**src/rtl/gcd_requester.sv**
```systemverilog
// gcd_requester: start/done initiator for a gcd core, with done watchdog and op counter.
// Define GCD_REQ_CHECK_EN to add a plausibility check of the core result on res_err.
module gcd_requester #(
  parameter int WIDTH = 8,
  parameter int TIMEOUT = 1023,
  parameter int CNT_W = 16
) (
  input  logic             clock,
  input  logic             reset,
  input  logic             in_valid,
  output logic             in_ready,
  input  logic [WIDTH-1:0] in_a,
  input  logic [WIDTH-1:0] in_b,
  output logic             start,
  output logic [WIDTH-1:0] a,
  output logic [WIDTH-1:0] b,
  input  logic             done,
  input  logic [WIDTH-1:0] outp,
  output logic             res_valid,
  input  logic             res_ready,
  output logic [WIDTH-1:0] res_a,
  output logic [WIDTH-1:0] res_b,
  output logic [WIDTH-1:0] res_gcd,
  output logic             res_timeout,
  output logic             res_err,
  output logic             busy,
  output logic [CNT_W-1:0] op_count
);
  typedef enum logic [1:0] {IDLE, ISSUE, WAIT, RESP} state_t;
  state_t state, state_nxt;
  logic [15:0] timer;
  logic expired;
  assign expired = timer == 16'(TIMEOUT - 1);
  always_ff @(posedge clock or posedge reset)
    if (reset) state <= IDLE;
    else state <= state_nxt;
  always_comb begin
    state_nxt = state;
    state_nxt = (state == IDLE && in_valid) ? ISSUE :
                (state == ISSUE) ? WAIT :
                (state == WAIT && (done || expired)) ? RESP :
                (state == RESP && res_ready) ? IDLE : state;
  end
  // handshake outputs are flops loaded from the next state so they never glitch
  always_ff @(posedge clock or posedge reset)
    if (reset) begin
      start       <= 1'b0;
      res_valid   <= 1'b0;
      busy        <= 1'b0;
      in_ready    <= 1'b1;
      a           <= '0;
      b           <= '0;
      res_a       <= '0;
      res_b       <= '0;
      res_gcd     <= '0;
      res_timeout <= 1'b0;
      op_count    <= '0;
      timer       <= '0;
    end else begin
      start     <= state_nxt == ISSUE;
      res_valid <= state_nxt == RESP;
      busy      <= state_nxt != IDLE;
      in_ready  <= state_nxt == IDLE;
      if (state == IDLE && in_valid) begin
        a     <= in_a;
        b     <= in_b;
        res_a <= in_a;
        res_b <= in_b;
      end
      if (state == ISSUE) timer <= '0;
      else if (state == WAIT && !done) timer <= timer + 16'd1;
      if (state == WAIT && done) begin
        res_gcd     <= outp;
        res_timeout <= 1'b0;
      end else if (state == WAIT && expired) begin
        res_gcd     <= '0;
        res_timeout <= 1'b1;
      end
      if (state == RESP && res_ready) op_count <= op_count + 1'b1;
    end
`ifdef GCD_REQ_CHECK_EN
  logic [WIDTH-1:0] min_ab;
  logic mismatch;
  assign min_ab = (a < b) ? a : b;
  assign mismatch = (a == '0 || b == '0) ? (outp != '0) : (outp == '0 || outp > min_ab);
  always_ff @(posedge clock or posedge reset)
    if (reset) res_err <= 1'b0;
    else if (state == WAIT && done) res_err <= mismatch;
    else if (state == WAIT && expired) res_err <= 1'b0;
`else
  assign res_err = 1'b0;
`endif
endmodule

```
**config.mk**
```make
export PLATFORM = sky130hd
export DESIGN_NAME = gcd_requester
export DESIGN_NICKNAME = d
export VERILOG_FILES = /design/src/rtl/gcd_requester.sv
export SDC_FILE = /design/constraint.sdc
export NUM_CORES = 1
export LEC_CHECK = 0
export BUFFER_PORTS_ARGS = -buffer_cell sky130_fd_sc_hd__buf_2
export CORE_ASPECT_RATIO = 1.25
export CORE_MARGIN = 2
export CORE_UTILIZATION = 39
export CTS_BUF_LIST = sky130_fd_sc_hd__clkbuf_16
export CTS_CLUSTER_DIAMETER = 120
export CTS_CLUSTER_SIZE = 20
export DETAILED_ROUTE_END_ITERATION = 12
export PLACE_DENSITY = 0.64
export SLEW_MARGIN = 40
export SYNTH_ARGS = -nofsm -noshare
export SYNTH_HDL_FRONTEND = slang
export SYNTH_SLANG_ARGS = --single-unit
```
**constraint.sdc**
```tcl
create_clock -name clock -period 1.72 [get_ports clock]
set_input_delay 0.258 -clock clock [delete_from_list [all_inputs] [get_ports clock]]
set_output_delay 0.258 -clock clock [all_outputs]
set_load 0.05 [all_outputs]
```
# Word level (Yosys, flattened, before mapping)
# Cells that the tools add are included.
# Widths: inputs -> output; s select.
[totals] elab_cells=42 inputBits=29 output_inout_bits=62 register_bits=63
[op_classes] eq_ne=6 n_reduce_logical=13 addsub=2 muxes=10
[op_table] op="$add 16x1->16 const B" count=2
[op_table] op="$mux 16" count=2
[op_table] op="$eq 16x10->1 const B" count=1
[op_table] op="$mux 8" count=2
[op_table] op="$mux 2" count=4
[op_table] op="$eq 2x2->1 const B" count=3
[op_table] op="$logic_and 1x1->1" count=6
[op_table] op="$reduce_bool 2->1" count=3
[op_table] op="$eq 2x1->1 const B" count=2
[op_table] op="$logic_not 2->1" count=2
[op_table] op="$mux 1" count=2
[op_table] op="$logic_not 1->1" count=1
[op_table] op="$logic_or 1x1->1" count=1

# Depth between registers and ports, before layout
[depth] ltp_word=7 mapped_depth=7 mapped_depth_nobuf=6

# Worst setup path after synthesis
# OpenSTA, ideal clock, no wires.
[synth_timing] path_kind="reg2reg" start="reg op_count[2]" end="reg op_count[15]" path_buffers=0 path_stages_with_launch=5 arrival_ns=1.659 slack_ns=-0.079 required_time_ns=1.580 synth_period_minus_slack_ns=1.799 setup_ns=0.140 path_cell_list="dfrtp_1 -> nand4_1 -> nor4_2 -> nand4_1 -> xnor2_1"
[synth_via] elab_chain_cells=1
[synth_rtl] item="start: declaration" line_no="27" text="output logic [CNT_W-1:0] op_count"
[synth_rtl] item="start signal: assignment" line_no="79" text="if (state == RESP && res_ready) op_count <= op_count + 1'b1;"
[synth_rtl] item="$add 16x1->16" line_no="79"
# No other way between the ends.
# A chain may end at the register's enable or synchronous reset.

# Worst setup path in the final report
[layout_timing] start="reg state[0]" end="reg timer[11]"
[layout_via] elab_chain_cells=3 word_cells_on_any_way=5 cone_classes="eq/ne (2); mux (1); reduce/logical (2)"
[layout_rtl] item="start: declaration" line_no="30" text="state_t state, state_nxt;"
[layout_rtl] item="start signal: assignment" line_no="36" text="else state <= state_nxt;"
[layout_rtl] item="$eq 2x2->1" line_no="71" text="else if (state == WAIT && !done) timer <= timer + 16'd1;"
[layout_rtl] item="$logic_and 1x1->1" line_no="71"
[layout_rtl] item="$reduce_bool 2->1 (no source line)"
[layout_rtl] item="end signal: assignment" line_no="71"
[layout_rtl] item="end: declaration" line_no="31" text="logic [15:0] timer;"
# Parallel ways exist; a longest one is shown, timed or not.

==> results by group <==
Run status
  • Status: completed

GRT
  • First-pass GRT wire length: 9150 µm
  • Gr ovfl total: 0
  • Vias in the first global route: 2022
  • Largest net degree at the start of global routing: 64
  • Antenna violations before repair: 0
  • GRT Total Usage: 14.7%

Worst setup path
  • Worst setup SP type: flip-flop
  • Worst R2R End: timer[11]$_DFFE_PP0P_
  • CP Class: reg2reg
  • Critical Path AT: 1840 ps
  • CP endpoint kind: flip-flop
  • Crit path required time: 1960 ps
  • Worst-path fanout max: 6
  • Critical R2R Launch: state[0]$_DFF_PP0_
  • Setup slack, reg-to-reg: 120 ps
  • R2R cell count: 4

Synth
  • Post-synth EDFFs: 0
  • Mapped Avg Cell Area: 11.5 µm²
  • Syn nets: 284
  • Number of synthesis warnings: 0
  • Area of the mapped netlist: 2900 µm²
  • Top cell type's share of synthesized area: 53.5%
  • Mapped Cells: 252
  • Synth cell types: 41
  • Cell taking the most area after synthesis: dfrtp_1
  • Synth top area cells: dfrtp_1 (53%), mux2_2 (6.6%), buf_4 (4.7%), xnor2_1 (3.9%), nand2_1 (2.8%)
  • Register area share after synthesis: 54.4%
  • Top FF cell, synth: dfrtp_1
  • Synthesized flop and latch total: 63
  • Async set-reset flop share out of synthesis: 100%

Die
  • Die X: 81.1 µm
  • DIE AREA: 8150 µm²
  • Row count: 35
  • Chip height: 100 µm
  • Core Box Area: 7310 µm²
  • Initial Util: 39.7%
  • IO Pins: 91

Clock tree
  • Quantity of hold-fixing buffers added after cts: 0
  • CTS Root Buffer Type: clkbuf_16
  • H-tree levels: 3
  • Clock slew seen by the registers of the worst setup and hold paths: 50 ps
  • Worst skew pair latency: 320 ps
  • CTS tree: yes
  • Clk sinks: 63
  • Longest Clk Path Bufs: 2
  • CTS buffer count: 9

Pwr
  • LEAKAGE: 1.89 nW
  • Sw Ratio: 47.8%
  • Reported net switching power: 0.00366 W
  • Internal power: 0.00400 W
  • Share of total power in the clock network: 21.9%
  • Worst VDD drop: 1.10 mV
  • Pwr Density: 2040 nW/µm²
  • Seq pwr share: 29.8%
  • Logic pwr share: 48.3%

Routing
  • Routed vias/inst: 4.88
  • Routed WL: 5640 µm
  • Vias: 2149
  • DRC: 0
  • Router iterations before antenna repair: 4
  • Routed wire per std cell: 12.8 µm
  • DR iter-0 viols: 75
  • Antenna-violating nets left: 0

Min path
  • Tightest Hold Check Type: in2async

Layout
  • Layout Nets: 375
  • Fillcell total: 681
  • Synthesis-to-layout area growth: 29.2%
  • ANT cells: 0
  • Share of layout cells above drive strength 1: 44.0%

Timing
  • Skew final: 4.97 ps
  • Hold_ws: 11.2 ps
  • # setup viols final: 0
  • Worst slew pin tran: 519 ps
  • Fin. max-slew vios: 0
  • Final min period: 1600 ps
  • Slew margin rel.: 65.2%
  • Post-route setup slack: 120 ps
  • Final Hold Vio Count: 0
  • Max frequency: 625 MHz
  • Final period utilization: 93.0%
  • RSZ-0062 raised after global routing: false

Place
  • Dpl hpwl: 4120 µm
  • Number of port buffers: 89
  • Final GP Congestion: 0.828
  • Setup slack at placement: -55.2 ps

Flow run
  • Max-cap violations: 0
## through the flow
step	cells	utilization [%]	area (µm²)	total power, W	TNS [ps]
CTS	438	50.8	3710	0.00769	0
floorplan	252	-	2910	0.00538	0
global placement	422	46.8	3430	0.00592	0
finish	440	51.2	3750	0.00766	0
global route	440	51.2	3750	0.00808	0
detailed placement	422	46.8	3430	0.00598	-368
## cells in the final DEF (no fill, tap or decap), types with 2 or more instances in the layout
cell type,instances
nand2_1,22
and3_1,3
dfrtp_1,53
xnor2_1,13
inv_1,9
mux2_2,17
dfrtp_2,9
o21ai_0,10
o211ai_1,2
clkinvlp_4,2
nand2b_1,2
nor4b_1,2
xor2_1,4
a22o_1,8
nor2_1,8
nor3_1,9
buf_2,89
mux2i_1,6
a31oi_1,3
buf_4,13
ha_1,3
nor4_2,2
o31ai_1,2
and4_1,3
buf_12,2
a21oi_1,7
clkinv_1,2
clkbuf_16,9
nand3_1,10
and2_1,2
nand4_1,6
## worst max path at each step
| stage | startpoint | end | slack, ps | cells after the start |
|---|---|---|---|---|
| 3_3_place_gp | state[0]$_DFF_PP0_ | res_gcd[3]$_DFFE_PP0P_ | 60 | 3 |
| 4_1_cts | timer[1]$_DFFE_PP0P_ | res_gcd[4]$_DFFE_PP0P_ | 20 | 5 |
| 3_5_place_dp | state[0]$_DFF_PP0_ | res_gcd[4]$_DFFE_PP0P_ | -60 | 3 |
| 6_report | state[0]$_DFF_PP0_ | timer[11]$_DFFE_PP0P_ | 120 | 4 |
| 5_1_grt | timer[0]$_DFFE_PP0P_ | res_gcd[7]$_DFFE_PP0P_ | 10 | 6 |
| 2_1_floorplan | op_count[0]$_DFFE_PP0P_ | op_count[12]$_DFFE_PP0P_ | 90 | 5 |
## cells in the mapped netlist, types with 2 or more instances
cell and number:
o21ai_0 10, nand4_1 6, buf_4 18, nand3_1 10, a31oi_1 3, nand2b_1 2
a21oi_1 7, nor3_1 10, o211ai_1 2, o31ai_1 2, and4_1 3, and3_1 3
a22o_1 8, nor4_1 2, dfrtp_1 62, nand2_1 22, clkbuf_1 2, nor4b_1 2
and2_1 2, xnor2_1 13, buf_2 3, mux2_2 17, nor2_1 8, xor2_1 4
ha_1 3, mux2i_1 6, inv_1 8
## critical path, cell delays in order (launching register included)
cell      delay [ps]
dfrtp_2          430
and4bb_4         360
nand2_4           80
or4_1            480
a21oi_1          170
## cells by family after synthesis
logic type               synth area share [%]
XOR/XNOR                                 5.13
other                                   0.129
multiplexers                             8.67
AND/OR/NAND/NOR                          15.6
AO/OA/AOI/OAI                            7.89
buffers and inverters                    6.86
adder cells (fa/ha/maj)                  1.29
flip-flops                               54.4
## metal layers
| metal | up-vias | global-route usage (%) | share of wire (%) | routed length [µm] |
|---|---|---|---|---|
| li1 | 1061 | - | - | - |
| met1 | 1015 | 18.2 | 44 | 2480 |
| met2 | 67 | 23.7 | 49 | 2760 |
| met3 | 6 | 2.88 | 5.5 | 311 |
| met4 | 0 | 8.34 | 1.5 | 83 |
| met5 | - | 0 | 0 | 0 |
## repair_timing
item,CTS,global route
endpoints found under the hold margin,0,0
setup buffers,0,2
endpoints found under the setup margin,8,12
gates resized for setup,1,6
## registers in the layout, indices dropped and copies added, names as in the netlist
register     count
op_count        16
timer           16
res_a            8
res_b            8
res_gcd          8
state            2
busy             1
in_ready         1
res_timeout      1
res_valid        1
start            1
## layout make-up
class	instances	area [µm²]	share of cell area, %
sequential	63	1590	42.4
multi-input combinational	157	1140	30.5
timing repair buffer	104	583	15.6
clock buffer	9	225	6.01
tap	92	115	3.07
clock inverter	7	57.6	1.54
inverter	8	33.8	0.902
## power groups by stage
stage / registers (W) / logic [W] / clock network, W
floorplan: 0.00357 / 0.00181 / 0
global placement: 0.00228 / 0.00364 / 0
CTS: 0.00230 / 0.00367 / 0.00172
detailed placement: 0.00232 / 0.00366 / 0
finish: 0.00228 / 0.00370 / 0.00167
global route: 0.00235 / 0.00391 / 0.00182
Power figures use the tool's default switching activity.
